## config.mk

```make
export PLATFORM = sky130hd
export DESIGN_NAME = uart_rx_multi
export DESIGN_NICKNAME = d
export VERILOG_FILES = /design/src/rtl/uart_pkg.sv /design/src/rtl/uart_os_tick_gen.sv /design/src/rtl/uart_rx_fifo.sv /design/src/rtl/uart_rx_multi.sv
export SDC_FILE = /design/constraint.sdc
export NUM_CORES = 1
export LEC_CHECK = 0
export BUFFER_PORTS_ARGS = -buffer_cell sky130_fd_sc_hd__buf_2
export CORE_MARGIN = 3
export CORE_UTILIZATION = 50
export CTS_CLUSTER_SIZE = 28
export DETAILED_ROUTE_END_ITERATION = 10
export PLACE_DENSITY = 0.65
export SLEW_MARGIN = 20
export SYNTH_ARGS = -nofsm -noshare
export SYNTH_HDL_FRONTEND = slang
export SYNTH_SLANG_ARGS = --single-unit
export TNS_END_PERCENT = 10
```

## constraint.sdc

```tcl
create_clock -name clk_16mhz -period 3.4 [get_ports clk_16mhz]
set_input_delay 0.68 -clock clk_16mhz [delete_from_list [all_inputs] [get_ports clk_16mhz]]
set_output_delay 0.68 -clock clk_16mhz [all_outputs]
set_load 0.01 [all_outputs]
```

## src/rtl/uart_pkg.sv

```systemverilog
// Shared types and helpers for the UART receiver.
package uart_pkg;

  typedef enum logic [2:0] {
    StIdle,
    StStart,
    StData,
    StParity,
    StStop,
    StWaitIdle
  } rx_state_t;

  typedef enum logic [1:0] {
    PARITY_NONE     = 2'd0,
    PARITY_EVEN     = 2'd1,
    PARITY_ODD      = 2'd2,
    PARITY_NONE_ALT = 2'd3
  } parity_mode_t;

  localparam logic [3:0] MIN_DATA_BITS = 4'd5;

  // Out-of-range frame widths fall back to the widest supported frame.
  function automatic logic [3:0] sat_data_bits(input logic [3:0] req, input logic [3:0] max_bits);
    return (req < MIN_DATA_BITS || req > max_bits) ? max_bits : req;
  endfunction

endpackage

```

## src/rtl/uart_os_tick_gen.sv

```systemverilog
// Oversample tick generator: one-clock tick every i_div+1 clocks, restartable.
module uart_os_tick_gen (
  input  logic        i_clk,
  input  logic        i_rstn,
  input  logic        i_restart,
  input  logic [15:0] i_div,
  output logic        o_tick
);

  logic [15:0] r_cnt;

  assign o_tick = (r_cnt >= i_div);

  always_ff @(posedge i_clk or negedge i_rstn) begin
    if (!i_rstn) begin
      r_cnt <= '0;
    end else if (i_restart || o_tick) begin
      r_cnt <= '0;
    end else begin
      r_cnt <= r_cnt + 16'd1;
    end
  end

endmodule

```

## src/rtl/uart_rx_fifo.sv

```systemverilog
// First-word-fall-through FIFO; a push into a full FIFO is dropped unless a pop frees a slot.
module uart_rx_fifo #(
  parameter int unsigned Width = 10,
  parameter int unsigned Depth = 4
) (
  input  logic             i_clk,
  input  logic             i_rstn,
  input  logic             i_push,
  input  logic [Width-1:0] i_wdata,
  input  logic             i_pop,
  output logic [Width-1:0] o_rdata,
  output logic             o_empty,
  output logic             o_full,
  output logic             o_drop
);

  localparam int unsigned PtrW = $clog2(Depth);

  logic [Width-1:0] r_mem [Depth];
  logic [PtrW-1:0]  r_wr_ptr;
  logic [PtrW-1:0]  r_rd_ptr;
  logic [PtrW:0]    r_count;
  logic             w_pop;
  logic             w_push;

  assign o_empty = (r_count == '0);
  assign o_full  = (r_count == (PtrW + 1)'(Depth));
  assign w_pop   = i_pop & ~o_empty;
  assign w_push  = i_push & (~o_full | w_pop);
  assign o_drop  = i_push & ~w_push;
  assign o_rdata = r_mem[r_rd_ptr];

  always_ff @(posedge i_clk or negedge i_rstn) begin
    if (!i_rstn) begin
      r_wr_ptr <= '0;
      r_rd_ptr <= '0;
      r_count  <= '0;
    end else begin
      if (w_push) r_wr_ptr <= r_wr_ptr + PtrW'(1);
      if (w_pop)  r_rd_ptr <= r_rd_ptr + PtrW'(1);
      case ({w_push, w_pop})
        2'b10:   r_count <= r_count + (PtrW + 1)'(1);
        2'b01:   r_count <= r_count - (PtrW + 1)'(1);
        default: r_count <= r_count;
      endcase
    end
  end

  always_ff @(posedge i_clk) begin
    if (w_push) r_mem[r_wr_ptr] <= i_wdata;
  end

endmodule

```

## src/rtl/uart_rx_multi.sv

```systemverilog
// Configurable UART receiver: 16x oversampling, 3-sample majority vote, FWFT word FIFO
// carrying per-word parity/frame flags and a sticky overrun flag.
module uart_rx_multi
  import uart_pkg::*;
#(
  parameter int unsigned F_CLK      = 16_000_000,
  parameter int unsigned DATA_WIDTH = 8,
  parameter int unsigned OVERSAMPLE = 16,
  parameter int unsigned FIFO_DEPTH = 4
) (
  input  logic                  clk_16mhz,
  input  logic                  rstn,
  input  logic [15:0]           baud_div,
  input  logic [3:0]            data_bits,
  input  logic [1:0]            parity_mode,
  input  logic                  two_stop,
  input  logic                  serial_in,
  input  logic                  rd_en,
  input  logic                  clr_overrun,
  output logic [DATA_WIDTH-1:0] data_out,
  output logic                  data_valid,
  output logic                  parity_error,
  output logic                  frame_error,
  output logic                  fifo_full,
  output logic                  overrun,
  output logic                  rx_start_pulse,
  output logic                  rx_done_pulse
);

  localparam logic [3:0]  MaxBits  = 4'(DATA_WIDTH);
  localparam logic [3:0]  LastTick = 4'(OVERSAMPLE - 1);
  localparam int unsigned FW       = DATA_WIDTH + 2;

  if (OVERSAMPLE != 16 || DATA_WIDTH < 5 || DATA_WIDTH > 9 || FIFO_DEPTH < 2 ||
      (FIFO_DEPTH & (FIFO_DEPTH - 1)) != 0 || F_CLK == 0) begin : g_bad_cfg
    $fatal(1, "uart_rx_multi: unsupported parameter set");
  end

  logic [1:0]            r_sync;
  logic                  r_rx_d;
  logic                  w_rx, w_fall, w_tick, w_maj;
  rx_state_t             r_state, w_state_nxt;
  logic [3:0]            r_os, w_os_nxt;
  logic [1:0]            r_samp, w_samp_nxt;
  logic [3:0]            r_bit_cnt, w_bit_nxt;
  logic [DATA_WIDTH-1:0] r_shift, w_shift_nxt;
  logic                  r_par_err, w_perr_nxt;
  logic                  r_frame_err, w_ferr_nxt;
  logic                  r_stop_cnt, w_stop_nxt;
  logic [15:0]           r_div;
  logic [3:0]            r_nbits;
  parity_mode_t          r_pmode;
  logic                  r_two_stop;
  logic                  w_latch, w_push, w_start_ok, w_par_en, w_last_bit;
  logic [FW-1:0]         w_wdata, w_head;
  logic                  w_empty, w_full, w_drop;
  logic                  r_overrun;

  assign w_rx       = r_sync[1];
  assign w_fall     = r_rx_d & ~w_rx;
  assign w_maj      = (r_samp[0] & r_samp[1]) | (r_samp[0] & w_rx) | (r_samp[1] & w_rx);
  assign w_par_en   = (r_pmode == PARITY_EVEN) || (r_pmode == PARITY_ODD);
  assign w_last_bit = (r_bit_cnt == r_nbits - 4'd1);
  assign w_wdata    = {w_ferr_nxt, r_par_err, r_shift};

  uart_os_tick_gen u_tick_gen (
    .i_clk     (clk_16mhz),
    .i_rstn    (rstn),
    .i_restart (w_latch),
    .i_div     (r_div),
    .o_tick    (w_tick)
  );

  always_ff @(posedge clk_16mhz or negedge rstn) begin
    if (!rstn) begin
      r_sync      <= 2'b11;
      r_rx_d      <= 1'b1;
      r_state     <= StIdle;
      r_os        <= '0;
      r_samp      <= '0;
      r_bit_cnt   <= '0;
      r_shift     <= '0;
      r_par_err   <= 1'b0;
      r_frame_err <= 1'b0;
      r_stop_cnt  <= 1'b0;
      r_div       <= '0;
      r_nbits     <= MaxBits;
      r_pmode     <= PARITY_NONE;
      r_two_stop  <= 1'b0;
      r_overrun   <= 1'b0;
    end else begin
      r_sync      <= {r_sync[0], serial_in};
      r_rx_d      <= w_rx;
      r_state     <= w_state_nxt;
      r_os        <= w_os_nxt;
      r_samp      <= w_samp_nxt;
      r_bit_cnt   <= w_bit_nxt;
      r_shift     <= w_shift_nxt;
      r_par_err   <= w_perr_nxt;
      r_frame_err <= w_ferr_nxt;
      r_stop_cnt  <= w_stop_nxt;
      if (w_latch) begin
        r_div      <= baud_div;
        r_nbits    <= sat_data_bits(data_bits, MaxBits);
        r_pmode    <= parity_mode_t'(parity_mode);
        r_two_stop <= two_stop;
      end
      // A new drop outranks a simultaneous clear.
      if (w_drop) r_overrun <= 1'b1;
      else if (clr_overrun) r_overrun <= 1'b0;
    end
  end

  always_comb begin
    w_state_nxt = r_state;
    w_os_nxt    = r_os;
    w_samp_nxt  = r_samp;
    w_bit_nxt   = r_bit_cnt;
    w_shift_nxt = r_shift;
    w_perr_nxt  = r_par_err;
    w_ferr_nxt  = r_frame_err;
    w_stop_nxt  = r_stop_cnt;
    w_latch     = 1'b0;
    w_push      = 1'b0;
    w_start_ok  = 1'b0;
    if (r_state == StIdle) begin
      if (w_fall) begin
        w_state_nxt = StStart;
        w_latch     = 1'b1;
        w_os_nxt    = '0;
        w_bit_nxt   = '0;
        w_shift_nxt = '0;
        w_perr_nxt  = 1'b0;
        w_ferr_nxt  = 1'b0;
        w_stop_nxt  = 1'b0;
      end
    end else if (r_state == StWaitIdle) begin
      if (w_rx) w_state_nxt = StIdle;
    end else if (w_tick) begin
      w_os_nxt = r_os + 4'd1;
      if (r_os == 4'd7) w_samp_nxt[0] = w_rx;
      if (r_os == 4'd8) w_samp_nxt[1] = w_rx;
      // Tick 9 completes the majority vote for the current bit.
      if (r_os == 4'd9) begin
        case (r_state)
          StStart: begin
            if (w_maj) w_state_nxt = StIdle;
            else w_start_ok = 1'b1;
          end
          StData:   w_shift_nxt = r_shift | (DATA_WIDTH'(w_maj) << r_bit_cnt);
          StParity: w_perr_nxt = (^r_shift) ^ w_maj ^ (r_pmode == PARITY_ODD);
          StStop: begin
            w_ferr_nxt = r_frame_err | ~w_maj;
            if (r_stop_cnt == r_two_stop) begin
              w_push      = 1'b1;
              w_state_nxt = w_rx ? StIdle : StWaitIdle;
            end
          end
          default: ;
        endcase
      end
      if (r_os == LastTick) begin
        case (r_state)
          StStart: w_state_nxt = StData;
          StData: begin
            if (w_last_bit) w_state_nxt = w_par_en ? StParity : StStop;
            else w_bit_nxt = r_bit_cnt + 4'd1;
          end
          StParity: w_state_nxt = StStop;
          StStop:   w_stop_nxt = 1'b1;
          default: ;
        endcase
      end
    end
  end

  uart_rx_fifo #(
    .Width (FW),
    .Depth (FIFO_DEPTH)
  ) u_fifo (
    .i_clk   (clk_16mhz),
    .i_rstn  (rstn),
    .i_push  (w_push),
    .i_wdata (w_wdata),
    .i_pop   (rd_en),
    .o_rdata (w_head),
    .o_empty (w_empty),
    .o_full  (w_full),
    .o_drop  (w_drop)
  );

  assign data_out       = w_empty ? '0 : w_head[DATA_WIDTH-1:0];
  assign parity_error   = ~w_empty & w_head[DATA_WIDTH];
  assign frame_error    = ~w_empty & w_head[DATA_WIDTH+1];
  assign data_valid     = ~w_empty;
  assign fifo_full      = w_full;
  assign overrun        = r_overrun;
  assign rx_start_pulse = w_start_ok;
  assign rx_done_pulse  = w_push;

endmodule

```

; ---- Word level (Yosys, flattened, before mapping)
; Memory sizes are Yosys's and may differ from the RTL's.
; Index checks and enable logic that the tools add are counted.
[totals]
reg_bits = 74
mem_count = 1
ram_bits = 40
elab_cells = 168
output_inout_bits = 15
input_bits = 28
[classes]
order_cmp = 3
mux = 69
bitwise_logic = 23
addsub = 8
eq_ne = 20
n_shift = 1
n_reduce_logical = 23
[mem_list]
columns = memory, words, width, rd, rd_ports_with_merged_regs, write_ports, line_no
row1 = u_fifo.r_mem, 4, 10, 1, 0, 1, uart_rx_fifo.sv:19  ; logic [Width-1:0] r_mem [Depth];
[ops]
columns = cell, count
row1 = $mux W8, 7
row2 = $mux W4, 11
row3 = $mux W3, 12
row4 = $mux W1, 35
row5 = $add A16 B1 Y16 const B, 1
row6 = $ge A16 B16 Y1, 1
row7 = $mux W16, 1
row8 = $reduce_bool A2 Y1, 8
row9 = $reduce_and A5 Y1, 3
row10 = $eq A4 B4 Y1 const B, 3
row11 = $pmux W3 S2, 2
row12 = $and A1 B1 Y1, 9
row13 = $eq A3 B3 Y1 const B, 3
row14 = $pmux W3 S3, 1
row15 = $add A4 B1 Y4 const B, 2
row16 = $or A8 B8 Y8, 1
row17 = $reduce_and A4 Y1, 2
row18 = $reduce_xor A8 Y1, 1
row19 = $shl A1 B4 Y8, 1
row20 = $not A1 Y1, 7
row21 = $eq A3 B2 Y1 const B, 2
row22 = $logic_not A3 Y1, 2
row23 = $reduce_and A3 Y1, 2
row24 = $reduce_and A6 Y1, 1
row25 = other kinds (19), 29

; ---- Logic depth before layout (Yosys ltp)
; Gate-level depths: netlist (run 1).
[logic_depth]
word_depth = 12
ltp_mapped = 13
depth_no_buf = 13

; ---- Cells and area by module
; A second synthesis (run 1) with hierarchy kept.
[unflattened]
cells_unflattened = 502
area_unflattened_um2 = 5664.2
[by_module_without_submodules]
columns = mod, seq_area_each_um2, n_inst, cells_each, area_per_inst_um2
row1 = uart_rx_multi, 1281.2, 1, 275, 2573.7
row2 = uart_rx_fifo, 1376.3, 1, 100, 1950.6
row3 = uart_os_tick_gen, 400.4, 1, 127, 1139.8

; ---- Worst setup path before layout (run 1)
; OpenSTA, ideal clock, no wires.
[synth_timing]
path_kind = reg-to-reg
from = reg u_tick_gen.r_cnt[1]
to = reg u_fifo.r_count[1]
required_time_ps = 3277
stages_incl_launch_ff = 12
t_arrival_ps = 2717
path_slack_ps = 561
setup_ps = 123
period_less_slack_ps = 2839
n_path_buf = 0
cell_sequence = dfrtp_1 ha_1 nor2b_1 o211a_1 o311ai_1 nand3_1 nand2_1 inv_2 nor2_1 fa_1 o211a_1 o221a_2
[synth_via]
elab_chain_cells = 7
word_cells_on_any_way = 9
classes_between = order compare (1) / eq/ne (2) / mux (4) / bitwise (1) / reduce/logical (1)
[synth_lines]
columns = item, line_no
row1 = from (decl), uart_os_tick_gen.sv:10  ; logic [15:0] r_cnt;
row2 = from (signal assigned), uart_os_tick_gen.sv:20  ; r_cnt <= r_cnt + 16'd1;
row3 = $ge A16 B16 Y1 *, uart_os_tick_gen.sv:12  ; assign o_tick = (r_cnt >= i_div);
row4 = $mux W1 *, uart_rx_multi.sv:139  ; end else if (w_tick) begin
row5 = $mux W1 *, uart_rx_multi.sv:137  ; end else if (r_state == StWaitIdle) begin
row6 = $mux W1 *, uart_rx_multi.sv:126  ; if (r_state == StIdle) begin
row7 = via rx_done_pulse, uart_rx_multi.sv:27  ; output logic rx_done_pulse
row8 = $and A1 B1 Y1 *, uart_rx_fifo.sv:29  ; assign w_push = i_push & (~o_full | w_pop);
row9 = $eq A2 B1 Y1 / $eq A2 B2 Y1 (equally long branches), uart_rx_fifo.sv:41  ; case ({w_push, w_pop})
row10 = $pmux W3 S2 / $reduce_bool A2 Y1 (equally long branches), n/a
row11 = to (signal assigned), uart_rx_fifo.sv:42  ; 2'b10: r_count <= r_count + (PtrW + 1)'(1);
row12 = to (signal assigned), uart_rx_fifo.sv:43  ; 2'b01: r_count <= r_count - (PtrW + 1)'(1);
row13 = to (signal assigned), uart_rx_fifo.sv:44  ; default: r_count <= r_count;
row14 = to (decl), uart_rx_fifo.sv:22  ; logic [PtrW:0] r_count;
; Mark *: on every way through the listed nets, which the timed path passes. The rest lies on a longest branch.
; A chain may end at the register's enable or synchronous reset.

; ---- Worst setup path after layout (run 1)
[layout_timing]
from = reg u_tick_gen.r_cnt[13]
to = out rx_start_pulse
[layout_via]
elab_chain_cells = 4
[layout_lines]
columns = item, line_no
row1 = $ge A16 B16 Y1, uart_os_tick_gen.sv:12
row2 = $mux W1, uart_rx_multi.sv:139
row3 = $mux W1, uart_rx_multi.sv:137
row4 = $mux W1, uart_rx_multi.sv:126
row5 = to (decl), uart_rx_multi.sv:26  ; output logic rx_start_pulse,
; Every way passes these cells.

==> results of run 1 <==
## power by group through the flow
stage | clock, mW | combinational (mW) | sequential (mW)
5_1_grt | 1.92 | 0.859 | 1.75
2_1_floorplan | 0 | 0.539 | 1.70
3_3_place_gp | 0 | 0.669 | 1.74
6_report | 1.81 | 0.740 | 1.72
3_5_place_dp | 0 | 0.705 | 1.75
4_1_cts | 1.84 | 0.722 | 1.72
## synth_stat cells (all sizes together) (3+ instances only)
cell type | count | area [um2]
inv | 33 | 124
dfrtp | 70 | 1750
xnor2 | 21 | 184
a31oi | 5 | 31.3
nor2b | 5 | 31.3
buf | 4 | 23.8
dfstp | 4 | 105
a21oi | 15 | 75.1
nand4 | 9 | 56.3
a32o | 4 | 40.0
nand2b | 3 | 18.8
and2 | 15 | 93.8
edfxtp | 40 | 1200
and3 | 8 | 50.1
xor2 | 13 | 114
or2 | 3 | 18.8
o21ai | 43 | 215
nor2 | 42 | 158
nand3 | 18 | 90.1
mux4 | 10 | 225
nor3 | 6 | 35.0
nand2 | 55 | 206
ha | 27 | 338
or3 | 3 | 18.8
o31ai | 6 | 45.0
mux2 | 4 | 45.0
nand4b | 4 | 35.0
clkbuf | 15 | 56.3
## flip-flops by register name (all words and copies together), names as in the netlist, 2 cells and up
| register | cells |
|---|---|
| u_fifo.r_wr_ptr | 2 |
| r_nbits | 4 |
| r_div | 16 |
| r_samp | 2 |
| r_sync | 2 |
| r_pmode | 2 |
| r_state | 3 |
| r_os | 4 |
| u_fifo.r_count | 3 |
| u_fifo.r_mem | 40 |
| r_bit_cnt | 4 |
| u_fifo.r_rd_ptr | 2 |
| r_shift | 8 |
| u_tick_gen.r_cnt | 16 |
## path summary, 6_finish.rpt
check	end	slack, ps	cells past startpoint	from
max in group asynchronous	overrun$_DFFE_PN0P_	2500	1	rstn
setup reg to reg	u_fifo.r_mem[3][2]$_DFFE_PP_	370	9	u_tick_gen.r_cnt[13]$_DFF_PN0_
min in group asynchronous	u_tick_gen.r_cnt[11]$_DFF_PN0_	280	1	rstn
hold reg to reg	r_sync[1]$_DFF_PN1_	360	0	r_sync[0]$_DFF_PN1_
setup / recovery	rx_start_pulse	130	9	u_tick_gen.r_cnt[13]$_DFF_PN0_
hold / removal	r_sync[0]$_DFF_PN1_	250	1	serial_in
## per-stage QoR
| stage | utilization (%) | instances | setup TNS [ps] | total power, mW |
|---|---|---|---|---|
| 4_1_cts | 61.9 | 703 | 0 | 4.29 |
| 3_5_place_dp | 56.2 | 671 | 0 | 2.45 |
| 6_report | 62.4 | 705 | 0 | 4.27 |
| 2_1_floorplan | - | 505 | 0 | 2.24 |
| 5_1_grt | 62.4 | 705 | -40.6 | 4.52 |
| 3_3_place_gp | 56.2 | 671 | 0 | 2.40 |
## cells by family after synthesis
family	synth area share, %
AOI/OAI and AO/OA	9.22
xor gates and xnor gates	5.73
adders and majority gates	6.58
buffers and inverters	3.65
DFF	54.7
muxes	4.83
and+or+nand+nor	15.3
## metal layers
| metal | routed length, um | track usage (%) | share of wire [%] | vias up |
|---|---|---|---|---|
| met5 | 0 | 0 | 0 | - |
| met4 | 141 | 6.00 | 1.3 | 0 |
| met3 | 496 | 5.60 | 4.5 | 15 |
| met2 | 5420 | 29.9 | 50 | 80 |
| met1 | 4880 | 24.4 | 45 | 1848 |
| li1 | - | - | - | 1873 |
## final cells by class
class | instances | area share, %
sequential | 114 | 46.2
multi-input combinational | 339 | 35.9
clock buffer | 18 | 6.31
timing repair buffer | 51 | 4.29
clock inverter | 14 | 2.84
tap | 136 | 2.57
inverter | 33 | 1.87
## timing repair
action,in CTS,in global routing
buffers inserted,0,2
pin swaps,1,3
resized for setup,1,7
endpoints found under the setup margin,1,1
cloned,0,0
==> out/results.ini, run 1 <==
[die]
start_util_pct=52.8
core-area_um2=10600
die_area_um2=12500
die_w_um=112
die_h_um=112
rows=37
io_pins=43

[timing]
final.period_utilization_pct=96.3
finalHoldViolCount=0
hold_slack_ps=253
setup_viol=0
final.min_clock_period_ps=3270
max_freq_mhz=305
slew_violations=0
relSlewSlack_pct=38.1
setup_ws_ps=126
tightest_slew_ps=929
finalClockSkew_ps=5.44

[drt]
wirelength_mm=10.9
vias_per_cell=5.41
first_pass_iters=4
ant_nets=0
wl_per_cell_um=15.5
drc=0
drtIter0Drc=122
vias=3816

[synth]
ys_seq_area_share_pct=54.7
ys_warn_count=0
ys_ff_latch=114
synth_flop_cell=dfrtp_1
async_flop_share_pct=64.9
synth_area_um2=5590
synth_cell_types=51
synth_edf_count=40
synth_nets=561
syn_area_per_cell_um2=11.1
synth_cells=505

[finish]
syn_to_final_growth_pct=18.3
n_fill_cell=861
final_common_cell=dfrtp_1
final_cell_mix=dfrtp_1 (70), nand2_1 (54), o21ai_0 (43), nor2_1 (42), buf_2 (41)
drive_gt1_share_pct=19.5
fin_nets=612
multi_input_area_um2=2380
design_area_um2=6620
insertedDiodeCount=0
seq_area_um2=3060

[place]
place_hpwl_mm=7.56
io_buffer_count=42
gp_congestion=0.787
dp_slack_ps=333
placed_area_um2=5950

[clock_network]
clock_latency_ps=520
cts_max_path_buffers=2
ctsHoldBuffers=0
numCtsBuffers=17
tritoncts=yes
clkSinkCount=114
htreeDepth=4
cts-root-buf=clkbuf_8
clk_pin_slew_ps=60

[power]
powerDensity_nw_per_um2=646
switching_power_mw=1.18
p_sw_share_pct=27.6
power_frac_comb_pct=17.3
peakVddDrop_mv=0.299
power_frac_clock_pct=42.4
leakage_nw=2.99
pwr-share-seq_pct=40.3
p_int_mw=3.10

[global_route]
overflow=0
grt_pass1_vias=3843
grt_pass1_wl_mm=18.4
groute.usage.overall_pct=18.6
grt_max_degree=75
antenna_found_initial=0

[setup_path]
cp_max_fo=7
critPathSlowestCell=dfrtp_1
cp_common_cell=nand3_2
cp_cell_sequence=ha_1 -> nand4_1 -> nor3_4 -> o311ai_4 -> nand3_2 -> buf_6 -> nand3_2 -> nor3b_2 -> buf_2
crit_family=simple AND/OR/NAND/NOR gates
worstSetupPathType=flop to primary output
cpPeakStageDelay_ps=410
critPathLaunchType=flop
worstSetupEndpointType=primary output
crit_required_ps=2720
path_buf_inv=2
cp.arrival_ps=2590

[status]
outcome=finished clean

[worst_hold_path]
hp-class=input port to flop

[run]
drv_cap=0

Note: power is estimated with default switching activity, not from simulation.
==> run 2: changes to the inputs <==
--- a/config.mk
+++ b/config.mk
@@ -14,5 +14,6 @@
 export SLEW_MARGIN = 20
 export SYNTH_ARGS = -nofsm -noshare
 export SYNTH_HDL_FRONTEND = slang
+export SYNTH_HIERARCHICAL = 1
 export SYNTH_SLANG_ARGS = --single-unit
 export TNS_END_PERCENT = 10
==> out/results.ini, run 2 <==
[status]
outcome=finished clean

[die]
die_w_um=112  ; +0.59%
rows=38  ; +2.7%
io_pins=43  ; unchanged
die_h_um=112  ; +0.59%
start_util_pct=51.8  ; -0.97 points
die_area_um2=12600  ; +1.2%
core-area_um2=10900  ; +3.2%

[timing]
hold_slack_ps=358  ; +104 ps
slew_violations=0  ; unchanged
finalHoldViolCount=0  ; unchanged
finalClockSkew_ps=12.8  ; +7.38 ps
max_freq_mhz=314  ; +3.0%
tns_ps=0  ; unchanged
setup_viol=0  ; unchanged
final.period_utilization_pct=93.5  ; -2.8 points
final.min_clock_period_ps=3180  ; -94.0 ps
rsz0062_at_grt=no
tightest_slew_ps=931  ; +2.16 ps
setup_ws_ps=220  ; +94.0 ps
relSlewSlack_pct=37.9  ; -0.14 points

[synth]
async_flop_share_pct=64.9  ; unchanged
synth_cells=502  ; -0.59%
yosysMostFrequentCell=nand2_1
ys_warn_count=6  ; +6
synth_nets=558  ; -0.53%
synth_edf_count=40  ; unchanged
synth_top_area_share_pct=30.9  ; -0.39 points
yosys.area.top_type=dfrtp_1
syn_area_per_cell_um2=11.3  ; +1.9%
ys_seq_area_share_pct=54.0  ; -0.68 points
synth_area_leaders=dfrtp_1 (31%), edfxtp_1 (21%), ha_1 (6.0%)
yosys-top-cells-count=nand2_1 (76), dfrtp_1 (70), edfxtp_1 (40)
synth_cell_types=64  ; +25%
synth_flop_cell=dfrtp_1
ys_ff_latch=114  ; unchanged
synth_area_um2=5660  ; +1.3%

[finish]
regMostFlops=u_fifo/r_mem
seq_area_um2=3060  ; unchanged
syn_to_final_growth_pct=17.2
largest_reg_flops=40  ; unchanged
final_util_pct=60.7  ; -1.8 points
final_common_cell=nand2_1
multi_input_area_um2=2390  ; +0.53%
drive_gt1_share_pct=19.5  ; +0.034 points
insertedDiodeCount=0  ; unchanged
reg_top3=u_fifo/r_mem (40), r_div (16), u_tick_gen/r_cnt (16)
fin_nets=611  ; -0.16%
design_area_um2=6640  ; +0.25%
n_fill_cell=920  ; +6.9%
final_cell_mix=nand2_1 (76), dfrtp_1 (70), buf_2 (41), edfxtp_1 (40), inv_1 (37)
instances_no_fill=708  ; +0.43%

[global_route]
groute.usage.overall_pct=19.0  ; +0.36 points
use_met3_pct=4.58  ; -1.0 points
busiest_layer=met2
antenna_found_initial=0  ; unchanged
overflow=0  ; unchanged
grt_pass1_wl_mm=19.1  ; +3.7%
use_met1_pct=25.5  ; +1.1 points
met2_usage_pct=30.4  ; +0.50 points
grt_max_degree=75  ; unchanged
grt_pass1_vias=3862  ; +0.49%

[drt]
drc=0  ; unchanged
vias_per_cell=5.42  ; +0.20%
wl_per_cell_um=15.5  ; -0.21%
vias=3840  ; +0.63%
wirelength_mm=11.0  ; +0.22%
first_pass_iters=4  ; unchanged
drtIter0Drc=285  ; +130%
ant_nets=0  ; unchanged

[clock_network]
ctsHoldBuffers=0  ; unchanged
htreeDepth=4  ; unchanged
tritoncts=yes
cts_max_path_buffers=2  ; unchanged
clock_latency_ps=410  ; -110 ps
numCtsBuffers=17  ; unchanged
clkSinkCount=114  ; unchanged
cts_setup_buffers=0  ; unchanged
clk_pin_slew_ps=60  ; about the same
cts-root-buf=clkbuf_16

[place]
placed_area_um2=6040  ; +1.4%
gp_congestion=0.874  ; +11%
dp_slack_ps=357  ; +23.4 ps
place_hpwl_mm=7.65  ; +1.1%
place_inst=676  ; +0.75%
io_buffer_count=42  ; unchanged

[setup_path]
cp.arrival_ps=2500  ; -90 ps
cp_max_fo=6  ; -1
critPathLaunchType=flop
worstSetupEndpointType=primary output
worstSetupPathType=flop to primary output
crit_required_ps=2720  ; about the same

[power]
total_power_mw=4.06  ; -5.0%
peakVddDrop_mv=0.425  ; +42%
leakage_nw=3.13  ; +4.5%
powerDensity_nw_per_um2=612  ; -5.2%

[run]
drv_cap=0  ; unchanged

[worst_hold_path]
hp-class=flop to flop

==> run 2: cell count changes in the layout (fill, tap and decap cells not counted), sizes merged, moves of 5 or more <==
| cell | change |
|---|---|
| nor2b | +8 |
| and2 | -9 |
| nor2 | -11 |
| nor3 | +5 |
| inv | +7 |
| nand2 | +21 |
| a21o | +6 |
| a21oi | -7 |
| o21ai | -29 |
==> run 2: where the power goes <==
group          switching (mW)  internal (mW)  total, mW  leakage [nW]
Clock                   0.647           1.09       1.74         0.287
Sequential              0.190           1.54       1.73          1.39
Combinational           0.297          0.295      0.592          1.45
Total                    1.13           2.93       4.06          3.13
==> run 2: cell type report <==
class / instances / share of cell area (%)
sequential: 114 / 46.1
timing repair buffer: 52 / 4.34
multi-input combinational: 333 / 36.0
tap: 140 / 2.64
clock inverter: 13 / 2.30
inverter: 37 / 2.09
clock buffer: 19 / 6.52
==> run 2: worst paths after layout <==
| check | startpoint | slack (ps) | end | cells past startpoint |
|---|---|---|---|---|
| worst max-delay path | u_tick_gen/r_cnt[7]$_DFF_PN0_ | 220 | rx_start_pulse | 10 |
| worst max register to register | u_tick_gen/r_cnt[0]$_DFF_PN0_ | 390 | u_fifo/r_count[2]$_DFFE_PN0P_ | 14 |
| worst min register to register | r_sync[0]$_DFF_PN1_ | 360 | r_sync[1]$_DFF_PN1_ | 0 |
| worst min-delay path | r_sync[0]$_DFF_PN1_ | 360 | r_sync[1]$_DFF_PN1_ | 0 |
| min in group asynchronous | rstn | 400 | u_tick_gen/r_cnt[2]$_DFF_PN0_ | 1 |
| max in group asynchronous | rstn | 2380 | r_nbits[0]$_DFFE_PN0P_ | 1 |
==> run 2: cells by family (layout without fill, tap and decap cells) <==
group                    count (synthesis)  after routing  synth area share, %
flip-flops                             114            114                 54.0
multiplexers                            14             14                 4.77
AND/OR/NAND/NOR                        193            193                 17.1
buffers and inverters                   55            121                 4.06
AO/OA/AOI/OAI                           59             59                 7.51
XOR/XNOR                                38             38                 6.12
adder cells (fa/ha/maj)                 29             29                 6.49
==> run 2: timing repair <==
action                                  4_1_cts  5_1_grt
endpoints found under the setup margin        0        2
hold endpoints to repair                      0        0
gates resized for setup                       0        4
==> run 2: metal layers <==
metal  up-vias  wire (um)  share of wire [%]
met3        10        400                3.6
met1      1877       4830                 44
met4         0        116                1.1
met5         -          0                  0
li1       1864          -                  -
met2        89       5620                 51
==> run 2: critical path, stage by stage, from the launching register on <==
cell      delay (ps)
dfrtp_1          450
ha_1             320
and3_1           170
o211ai_1         120
nor4_2           260
nor2_1            90
nand2_1           90
buf_4            140
nand3b_1         110
nor4_1           170
buf_2            170
==> run 3: changes to the inputs <==
--- a/config.mk
+++ b/config.mk
@@ -7,10 +7,10 @@
 export LEC_CHECK = 0
 export BUFFER_PORTS_ARGS = -buffer_cell sky130_fd_sc_hd__buf_2
 export CORE_MARGIN = 3
-export CORE_UTILIZATION = 50
+export CORE_UTILIZATION = 45
 export CTS_CLUSTER_SIZE = 28
 export DETAILED_ROUTE_END_ITERATION = 10
-export PLACE_DENSITY = 0.65
+export PLACE_DENSITY = 0.6
 export SLEW_MARGIN = 20
 export SYNTH_ARGS = -nofsm -noshare
 export SYNTH_HDL_FRONTEND = slang
==> out/results.ini, run 3 (synthesis results as in run 2) <==
[place]
place_inst=704  ; +4.1%
place_hpwl_mm=7.61  ; -0.45%
dp_slack_ps=213  ; -143 ps
placed_area_um2=6070  ; +0.58%
gp_congestion=0.838  ; -4.2%
io_buffer_count=42  ; unchanged

[finish]
final_common_cell=nand2_1
insertedDiodeCount=0  ; unchanged
drive_gt1_share_pct=21.7  ; +2.2 points
final_cell_mix=nand2_1 (76), dfrtp_1 (68), buf_2 (41), edfxtp_1 (40), inv_1 (37)
reg_top3=u_fifo/r_mem (40), r_div (16), u_tick_gen/r_cnt (16)
regMostFlops=u_fifo/r_mem
instances_no_fill=743  ; +4.9%
multi_input_area_um2=2430  ; +1.5%
largest_reg_flops=40  ; unchanged
syn_to_final_growth_pct=20.2
design_area_um2=6810  ; +2.6%
n_fill_cell=1032  ; +12%
fin_nets=618  ; +1.1%
seq_area_um2=3060  ; about the same

[drt]
ant_nets=0  ; unchanged
wirelength_mm=11.2  ; +2.2%
vias_per_cell=5.08  ; -6.4%
drc=0  ; unchanged
drtIter0Drc=277  ; -2.8%
first_pass_iters=4  ; unchanged
vias=3772  ; -1.8%
wl_per_cell_um=15.1  ; -2.6%

[clock_network]
ctsHoldBuffers=0  ; unchanged
htreeDepth=4  ; unchanged
tritoncts=yes
numCtsBuffers=17  ; unchanged
clk_pin_slew_ps=50  ; about the same
clock_latency_ps=410  ; about the same
clkSinkCount=114  ; unchanged
cts-root-buf=clkbuf_16
cts_max_path_buffers=2  ; unchanged

[run]
drv_cap=0  ; unchanged

[power]
peakVddDrop_mv=0.371  ; -13%
leakage_nw=3.17  ; +1.5%
powerDensity_nw_per_um2=618  ; +0.91%

[setup_path]
critPathLaunchType=flop
cp_max_fo=4  ; -2
worstSetupEndpointType=primary output
cpPeakStageDelay_ps=410  ; -40 ps
worstSetupPathType=flop to primary output
cp.arrival_ps=2600  ; +100 ps
critPathSlowestCell=dfrtp_1
cp_common_cell=nor4_2
crit_required_ps=2720  ; about the same
cp_cell_sequence=ha_4 -> and4_4 -> nand4_1 -> nor4_2 -> nor2_1 -> nand2_1 -> buf_6 -> nand3b_1 -> nor4_2 -> buf_2

[worst_hold_path]
hp-class=flop to flop

[timing]
rsz0062_at_grt=yes
max_freq_mhz=305  ; -2.9%
final.period_utilization_pct=96.3  ; +2.8 points
relSlewSlack_pct=38.1  ; +0.20 points
tightest_slew_ps=928  ; -3.03 ps
hold_slack_ps=362  ; +3.90 ps
slew_violations=0  ; unchanged
finalClockSkew_ps=12.1  ; -0.752 ps
final.min_clock_period_ps=3280  ; +94.9 ps
tns_ps=0  ; unchanged
setup_viol=0  ; unchanged
setup_ws_ps=125  ; -94.9 ps
finalHoldViolCount=0  ; unchanged

[die]
die_area_um2=14000  ; +10%
core-area_um2=12200  ; +11%
die_h_um=118  ; +5.1%
die_w_um=118  ; +5.1%
rows=40  ; +5.3%
start_util_pct=46.6  ; -5.2 points
io_pins=43  ; unchanged

[global_route]
grt_pass1_vias=3924  ; +1.6%
groute.usage.overall_pct=17.4  ; -1.6 points
antenna_found_initial=0  ; unchanged
overflow=0  ; unchanged
grt_max_degree=75  ; unchanged
grt_pass1_wl_mm=19.3  ; +1.5%

[status]
outcome=finished clean

-- run 3: report_power, final --
group | switching, mW | internal [mW]
Clock | 0.630 | 1.24
Sequential | 0.191 | 1.54
Combinational | 0.300 | 0.297
-- run 3: metrics by stage --
stage	power [mW]	util (%)
floorplan	2.15	-
global placement	2.31	49.9
detailed placement	2.34	49.9
CTS	4.24	55.1
global route	4.43	56.0
finish	4.20	56.0
-- run 3: cell type report --
type	instances	share of cell area (%)
timing repair buffer	59	5.06
clock buffer	19	6.51
multi-input combinational	333	35.6
inverter	37	2.04
tap	168	3.09
clock inverter	13	2.70
sequential	114	45.0
-- run 3: final timing paths --
| kind | start | to | slack, ps | depth (start not counted) |
|---|---|---|---|---|
| worst max-delay path | u_tick_gen/r_cnt[15]$_DFF_PN0_ | rx_start_pulse | 120 | 10 |
| min in group asynchronous | rstn | u_tick_gen/r_cnt[2]$_DFF_PN0_ | 410 | 1 |
| worst min register to register | r_sync[0]$_DFF_PN1_ | r_sync[1]$_DFF_PN1_ | 360 | 0 |
| worst min-delay path | r_sync[0]$_DFF_PN1_ | r_sync[1]$_DFF_PN1_ | 360 | 0 |
| max in group asynchronous | rstn | u_tick_gen/r_cnt[7]$_DFF_PN0_ | 2340 | 1 |
| worst max register to register | u_tick_gen/r_cnt[0]$_DFF_PN0_ | u_fifo/r_count[2]$_DFFE_PN0P_ | 220 | 14 |
-- run 3: worst max-delay path, delay by kind of cell, from the launching register on --
family	cells	cell delay [ps]
DFF	1	410
and+or+nand+nor	7	1190
buffers and inverters	2	280
adders and majority gates	1	290
-- run 3: what timing repair did --
item,4_1_cts,5_1_grt
endpoints found under the hold margin,0,0
setup buffers,0,7
pin swaps,1,6
endpoints found under the setup margin,2,2
resized for setup,2,9
-- run 3: metal layers --
metal	global-route usage (%)	up-vias	wire length (um)	part of all wire [%]
met5	0	-	0	0
met4	7.25	0	239	2.1
met3	4.45	21	382	3.4
met2	28.1	58	5480	49
met1	22.4	1815	5100	46
li1	-	1878	-	-
